## src/rtl/mux41_rr_arbiter.sv

```systemverilog
// Round-robin arbiter sharing the 32-bit mux41 between four requesters.
// Optional forced release after MAX_HOLD cycles: define ARB_TIMEOUT_EN.
module mux41_rr_arbiter #(
   parameter int MAX_HOLD = 16
) (
   input  logic       CLK,
   input  logic       RST,
   input  logic [3:0] REQ,
   output logic [3:0] GNT,
   output logic [1:0] SEL,
   output logic       BUSY,
   output logic       TIMEOUT
);

   typedef enum logic {
      IDLE,
      GRANT
   } state_t;

   if (MAX_HOLD < 2) begin : g_bad_hold
      $error("MAX_HOLD must be at least 2");
   end

   state_t     state;
   logic [1:0] last;
   logic [1:0] win;
   logic [1:0] idx;
   logic       found;

`ifdef ARB_TIMEOUT_EN
   localparam int CW = $clog2(MAX_HOLD + 1);
   logic [CW-1:0] cnt;
`endif

   // Rotating priority scan starting just after the last owner
   always_comb begin
      win   = last;
      idx   = last;
      found = 1'b0;
      for (int i = 1; i <= 4; i++) begin
         idx = last + 2'(i);
         if (!found && REQ[idx]) begin
            win   = idx;
            found = 1'b1;
         end
      end
   end

`ifdef ARB_TIMEOUT_EN
   // Grant FSM with hold counter and forced release
   always_ff @(posedge CLK or posedge RST) begin
      if (RST) begin
         state   <= IDLE;
         GNT     <= 4'b0000;
         SEL     <= 2'b00;
         BUSY    <= 1'b0;
         TIMEOUT <= 1'b0;
         last    <= 2'd3;
         cnt     <= '0;
      end else begin
         TIMEOUT <= 1'b0;
         case (state)
            IDLE: begin
               GNT <= 4'b0000;
               if (|REQ) begin
                  state <= GRANT;
                  GNT   <= 4'b0001 << win;
                  SEL   <= win;
                  BUSY  <= 1'b1;
                  last  <= win;
                  cnt   <= CW'(1);
               end
            end
            GRANT: begin
               if (!REQ[last]) begin
                  state <= IDLE;
                  GNT   <= 4'b0000;
                  BUSY  <= 1'b0;
               end else if (cnt == CW'(MAX_HOLD)) begin
                  state   <= IDLE;
                  GNT     <= 4'b0000;
                  BUSY    <= 1'b0;
                  TIMEOUT <= 1'b1;
               end else begin
                  cnt <= cnt + CW'(1);
               end
            end
            default: begin
               state <= IDLE;
               GNT   <= 4'b0000;
               BUSY  <= 1'b0;
            end
         endcase
      end
   end
`else
   assign TIMEOUT = 1'b0;

   // Grant FSM; an owner keeps the mux until it drops its request
   always_ff @(posedge CLK or posedge RST) begin
      if (RST) begin
         state <= IDLE;
         GNT   <= 4'b0000;
         SEL   <= 2'b00;
         BUSY  <= 1'b0;
         last  <= 2'd3;
      end else begin
         case (state)
            IDLE: begin
               GNT <= 4'b0000;
               if (|REQ) begin
                  state <= GRANT;
                  GNT   <= 4'b0001 << win;
                  SEL   <= win;
                  BUSY  <= 1'b1;
                  last  <= win;
               end
            end
            GRANT: begin
               if (!REQ[last]) begin
                  state <= IDLE;
                  GNT   <= 4'b0000;
                  BUSY  <= 1'b0;
               end
            end
            default: begin
               state <= IDLE;
               GNT   <= 4'b0000;
               BUSY  <= 1'b0;
            end
         endcase
      end
   end
`endif

endmodule

```

## config.mk

```make
export PLATFORM = sky130hd
export DESIGN_NAME = mux41_rr_arbiter
export DESIGN_NICKNAME = d
export VERILOG_FILES = /design/src/rtl/mux41_rr_arbiter.sv
export SDC_FILE = /design/constraint.sdc
export NUM_CORES = 1
export LEC_CHECK = 0
export BUFFER_PORTS_ARGS = -buffer_cell sky130_fd_sc_hd__buf_2
export CORE_AREA = 10 10 47 49
export CTS_CLUSTER_SIZE = 8
export DETAILED_ROUTE_END_ITERATION = 16
export DIE_AREA = 0 0 57 59
export PLACE_DENSITY_LB_ADDON = 0.12
export SLEW_MARGIN = 20
export SYNTH_ARGS = -nofsm -noshare
export SYNTH_HDL_FRONTEND = slang
export SYNTH_SLANG_ARGS = --single-unit
```

## constraint.sdc

```tcl
create_clock -name CLK -period 5.2 [get_ports CLK]
set_clock_uncertainty 0.15 [all_clocks]
set_input_delay 0.52 -clock CLK [delete_from_list [all_inputs] [get_ports CLK]]
set_output_delay 0.52 -clock CLK [all_outputs]
set_load 0.05 [all_outputs]
```

==> metrics, run 1 <==
slowest stage delay, CP 0.58 ns; largest area contributor in the netlist dfrtp_1; r2r setup slk 3.44 ns; DRT Pass-1 Iters 2; EDFF count, synth 0; routed via count 405; Routed WL 1130 um; FF+latch count, synth 10; synthesized area 528 um2; DR iter-0 viols 2; first-pass GRT wire length 1880 um; Die X 57 um; IO Pins 14; initial antenna violation count 0; worst-margin pin slew 0.588 ns; pwr/cell area 751 nW/um2; Die ar. 3360 um2; grt peak-use layer met2; R2R cell count 3; CTS tree built; reg-to-reg endpoint state; FF-to-FF Start last[0]; Stages on worst setup path 3; CP required 5.20 ns; Syn Nets 56; final setup fails 0; Seq/Total Area, Yosys 0.479; H-tree depth 1; Largest delay share family, worst path flip-flops; pin count of the biggest net entering global routing 12; core area 1400 um2; instance area at placement 586 um2; ANT cells 0; Total Routing Usage GR 0.0716; clock sink count 10; Tmin final 1.76 ns; Synth Warn # 0; Final ANT Viol Nets 0; Final Net Count 70; RSZ-0062 raised after global routing false; async set-reset flop share out of synthesis 1.00; met1 usage 0.0758; P&R area growth vs syn 17.8%; Resized cells post-CTS 0; slowest stage cell, crit path dfstp_2; status finished clean; cell row count 14; Starting Density 0.377; die height 59 um; M3 GR Usage 0.0386; crit path kind flop to flop; arrival time of the worst setup path 1.76 ns; CP bufs+invs 0; GRT overflow 0; IO Port Bufs 12; hold crit path type input pin to async pin; critical path startpoint category flop; crit-path cells mux4_2 -> and2_4 -> or2_1; Avg Inst Size Synth 10.6 um2; utilization after layout 0.444; routed vias/inst 5.13; Clock Pin Slew Worst Setup and Hold Paths 0.06 ns; slew margin rel. 0.606; endpoints failing hold 0; top cells by area, synth dfrtp_1, dfstp_2, a311oi_4; clk buf depth 2; CTS Buf Count 3; DRC errors left 0; worst vdd ir 295 uV; layout cells sized above 1 0.333; postcts setup bufs 0; clk root buf clkbuf_4; Slew Limit Fails 0; met2 Track Usage GR 0.107; Final Cell Area 622 um2; dpl hpwl 875 um; routability cong. 0.708; clk_lat worst skew 0.26 ns; vias in the first global route 403; CP Max Fanout 6; hold_ws 0.0675 ns; FMAX 568 MHz; critical path endpoint category flop; period utilization 0.339; wire per inst 14.3 um; synth unique cells 27; setup TNS 0 ns; Max-cap violations 0; Hold Buf Count CTS 0; Leakage 0.292 nW; dominant synthesized flop cell dfrtp_1; Synth top area share 0.379; Post-Syn Instances 50
## power breakdown
group	switching [W]	internal [W]	leakage, nW
sequential	0.0000330	0.000121	0.119
combinational	0.000162	0.0000820	0.153
clock	0.0000258	0.0000425	0.0210
total	0.000221	0.000246	0.292
## flip-flops by register name (all words and copies together), names as in the netlist
signal and count:
GNT 4, state 1, SEL 2, last 2, BUSY 1
## placed cells by master (no fill, tap or decap), drive strengths merged
cell and instances:
a21oi 4, a311oi 1, a32o 2, and2 1, and2b 1, and3b 1, buf 12, clkbuf 4
conb 1, dfrtp 8, dfstp 2, inv 3, mux2i 1, mux4 1, nand2 4, nand2b 1
nor2 4, nor4 1, o21a 2, o21ai 4, o31a 1, o31ai 1, or2 1, or2b 1
or3 1
## cell usage after synthesis (all sizes together) (2+ instances only)
master,instances
a21oi,4
a32o,2
buf,2
dfrtp,8
dfstp,2
inv,3
nand2,4
nor2,4
o21a,2
o21ai,4
## routing by layer
metal	wire length [um]	part of all wire
met1	491	0.43
met2	510	0.45
met3	90	0.080
met4	37	0.033
met5	0	0
## through the flow
step	std cells	setup slack [ns]	power, W
final	79	3.44	0.000467
after global routing	79	3.35	0.000501
after CTS	79	3.43	0.000474
after detailed placement	75	3.38	0.000403
after global placement	75	3.39	0.000404
after floorplan	50	3.51	0.000356
## logic make-up (layout without fill, tap and decap cells)
| family | Yosys count | in the layout | synth area share |
|---|---|---|---|
| buffers and inverters | 6 | 19 | 0.0640 |
| flip-flops | 10 | 10 | 0.479 |
| AND/OR/NAND/NOR | 16 | 16 | 0.166 |
| multiplexers | 2 | 2 | 0.0616 |
| other | 1 | 1 | 0.00710 |
| AO/OA/AOI/OAI | 15 | 15 | 0.223 |
## worst max-delay path by stage
| stage | start | end | slack (ns) |
|---|---|---|---|
| finish | last[0] | state | 3.44 |
| global route | last[1] | GNT[1] | 3.35 |
| CTS | last[0] | state | 3.43 |
| detailed placement | REQ[1] | SEL[1] | 3.38 |
| global placement | REQ[3] | state | 3.39 |
| floorplan | last[0] | state | 3.51 |
## worst reg2reg max path: stages (launching register included)
cell and delay (ns):
dfstp_2 0.58, mux4_2 0.52, and2_4 0.19, or2_1 0.20
## cell type report
cell class / count / area [um2]
multi-input combinational: 34 / 241
sequential: 10 / 253
inverter: 3 / 11.3
clock buffer: 4 / 36.3
fill: 154 / 779
tap: 16 / 20.0
timing repair buffer: 12 / 60.1
Power figures use the tool's default switching activity.
==> run 2: changes to the inputs <==
Clock period 5.2 ns to 1.8 ns, I/O delays scaled along.
==> metrics, run 2 (synthesis results as in run 1) <==
routability cong. 0.751; routed vias/inst 5.17; status finished clean; slowest stage cell, crit path dfstp_2; Starting Density 0.377; Clock Pin Slew Worst Setup and Hold Paths 0.07 ns; CP required 1.80 ns; endpoints failing hold 0; clk buf depth 2; cell row count 14; most common cell after layout, fill and taps aside buf_2; Comb power frac 0.575; DRC errors left 0; first-pass GRT wire length 2040 um; met1 usage 0.0917; R2R cell count 3; setup TNS 0 ns; routed via count 429; clk root buf clkbuf_4; Largest delay share family, worst path flip-flops; initial antenna violation count 0; layout cells sized above 1 0.403; IO Pins 14; Sw Pwr 0.000669 W; period utilization 0.954; total internal power 0.000732 W; hold path depth 3; P&R area growth vs syn 25.6%; utilization after layout 0.473; most frequent cells in the layout buf_2, dfrtp_1, nor2_1; Tmin final 1.72 ns; largest register by flop count GNT; max reg flops 4; met2 Track Usage GR 0.121; FMAX 582 MHz; critical path startpoint category flop; dpl hpwl 904 um; Routed WL 1200 um; crit path kind flop to flop; worst vdd ir 929 uV; Die X 57 um; power share of the clock group 0.116; DR iter-0 viols 1; vias in the first global route 423; pin count of the biggest net entering global routing 12; die height 59 um; FF-to-FF Start last[0]; RSZ-0062 raised after global routing false; IO Port Bufs 12; M3 GR Usage 0.0193; Flop pwr share 0.309; CTS tree built; Slew Limit Fails 0; reg-to-reg endpoint GNT[0]; hold crit path type input pin to flop; CP Max Fanout 6; DRT Pass-1 Iters 4; worst hold path startpoint REQ[2]; filler cell count 143; final setup fails 0; H-tree depth 1; hold endpoint BUSY; r2r setup slk 0.08 ns; clock sink count 10; Final Cell Area 663 um2; ANT cells 0; GRT overflow 0; pwr/cell area 2110 nW/um2; top flop regs GNT x4, SEL x2, last x2; clk_lat worst skew 0.26 ns; slowest stage delay, CP 0.57 ns; register area 253 um2; arrival time of the worst setup path 1.72 ns; Die ar. 3360 um2; slew margin rel. 0.552; Final ANT Viol Nets 0; Final Net Count 74; grt peak-use layer met2; CP bufs+invs 0; Leakage 0.310 nW; instance area at placement 601 um2; area of the multi-input gates 256 um2; core area 1400 um2; Total Routing Usage GR 0.0760; crit-path cells mux4_2 -> and2_4 -> a32o_1; worst-margin pin slew 0.670 ns; CTS Buf Count 3; wire per inst 14.4 um; Net Sw Frac 0.478; Max-cap violations 0; critical path endpoint category flop
## run 2: cell types whose count changed in the layout (fill, tap and decap cells not counted), sizes merged
cell,delta
buf,+3
dlygate4sd3,+1
## run 2: worst max path at each step
stage                     startpoint      to  slack, ns  depth (start not counted)
final                        last[0]  GNT[0]       0.08                          3
after global placement       last[1]  SEL[1]       0.06                          4
after global routing         last[0]  GNT[0]      0.007                          5
after CTS                    last[1]  GNT[0]       0.03                          4
after detailed placement     last[1]  GNT[0]       0.05                          4
after floorplan              last[0]   state       0.11                          3
## run 2: routing by layer
metal,vias to the layer above,wire [um],share of wire
li1,207,-,-
met1,209,534,0.45
met2,9,582,0.49
met3,4,59,0.049
met4,0,19,0.016
met5,-,0,0
## run 2: area by class of cell
type	count	area share
Multi-Input combinational cell	34	0.387
Sequential cell	10	0.381
Tap cell	16	0.0302
Inverter	3	0.0170
Clock buffer	4	0.0396
Timing Repair Buffer	16	0.145
## run 2: worst reg2reg max path, delay by kind of cell (launching register included)
kind             cells  cell delay (ns)
flip-flops           1             0.57
AND/OR/NAND/NOR      1             0.17
multiplexers         1             0.51
AO/OA/AOI/OAI        1             0.20
## run 2: per-stage QoR
step | cells | setup WS, ns | hold WS, ns | power (W)
after CTS | 82 | 0.0345 | 0.125 | 0.00136
after floorplan | 50 | 0.113 | -0.131 | 0.00103
after global routing | 83 | 0.00724 | 0.149 | 0.00151
after global placement | 77 | 0.0555 | 0.0227 | 0.00119
after detailed placement | 77 | 0.0543 | 0.0213 | 0.00120
final | 83 | 0.0832 | 0.125 | 0.00140
## run 2: repair_timing
item                                    CTS  global route
endpoints found under the setup margin    0             9
setup buffers                             0             1
hold buffers                              1             0
endpoints found under the hold margin     8             0
gates resized for setup                   0             5
## run 2: power by group through the flow
stage	clock network (W)	logic (W)	registers, W
after floorplan	0	0.000368	0.000662
after global placement	0	0.000754	0.000437
after detailed placement	0	0.000760	0.000437
after CTS	0.000165	0.000765	0.000433
after global routing	0.000177	0.000876	0.000452
final	0.000163	0.000806	0.000432
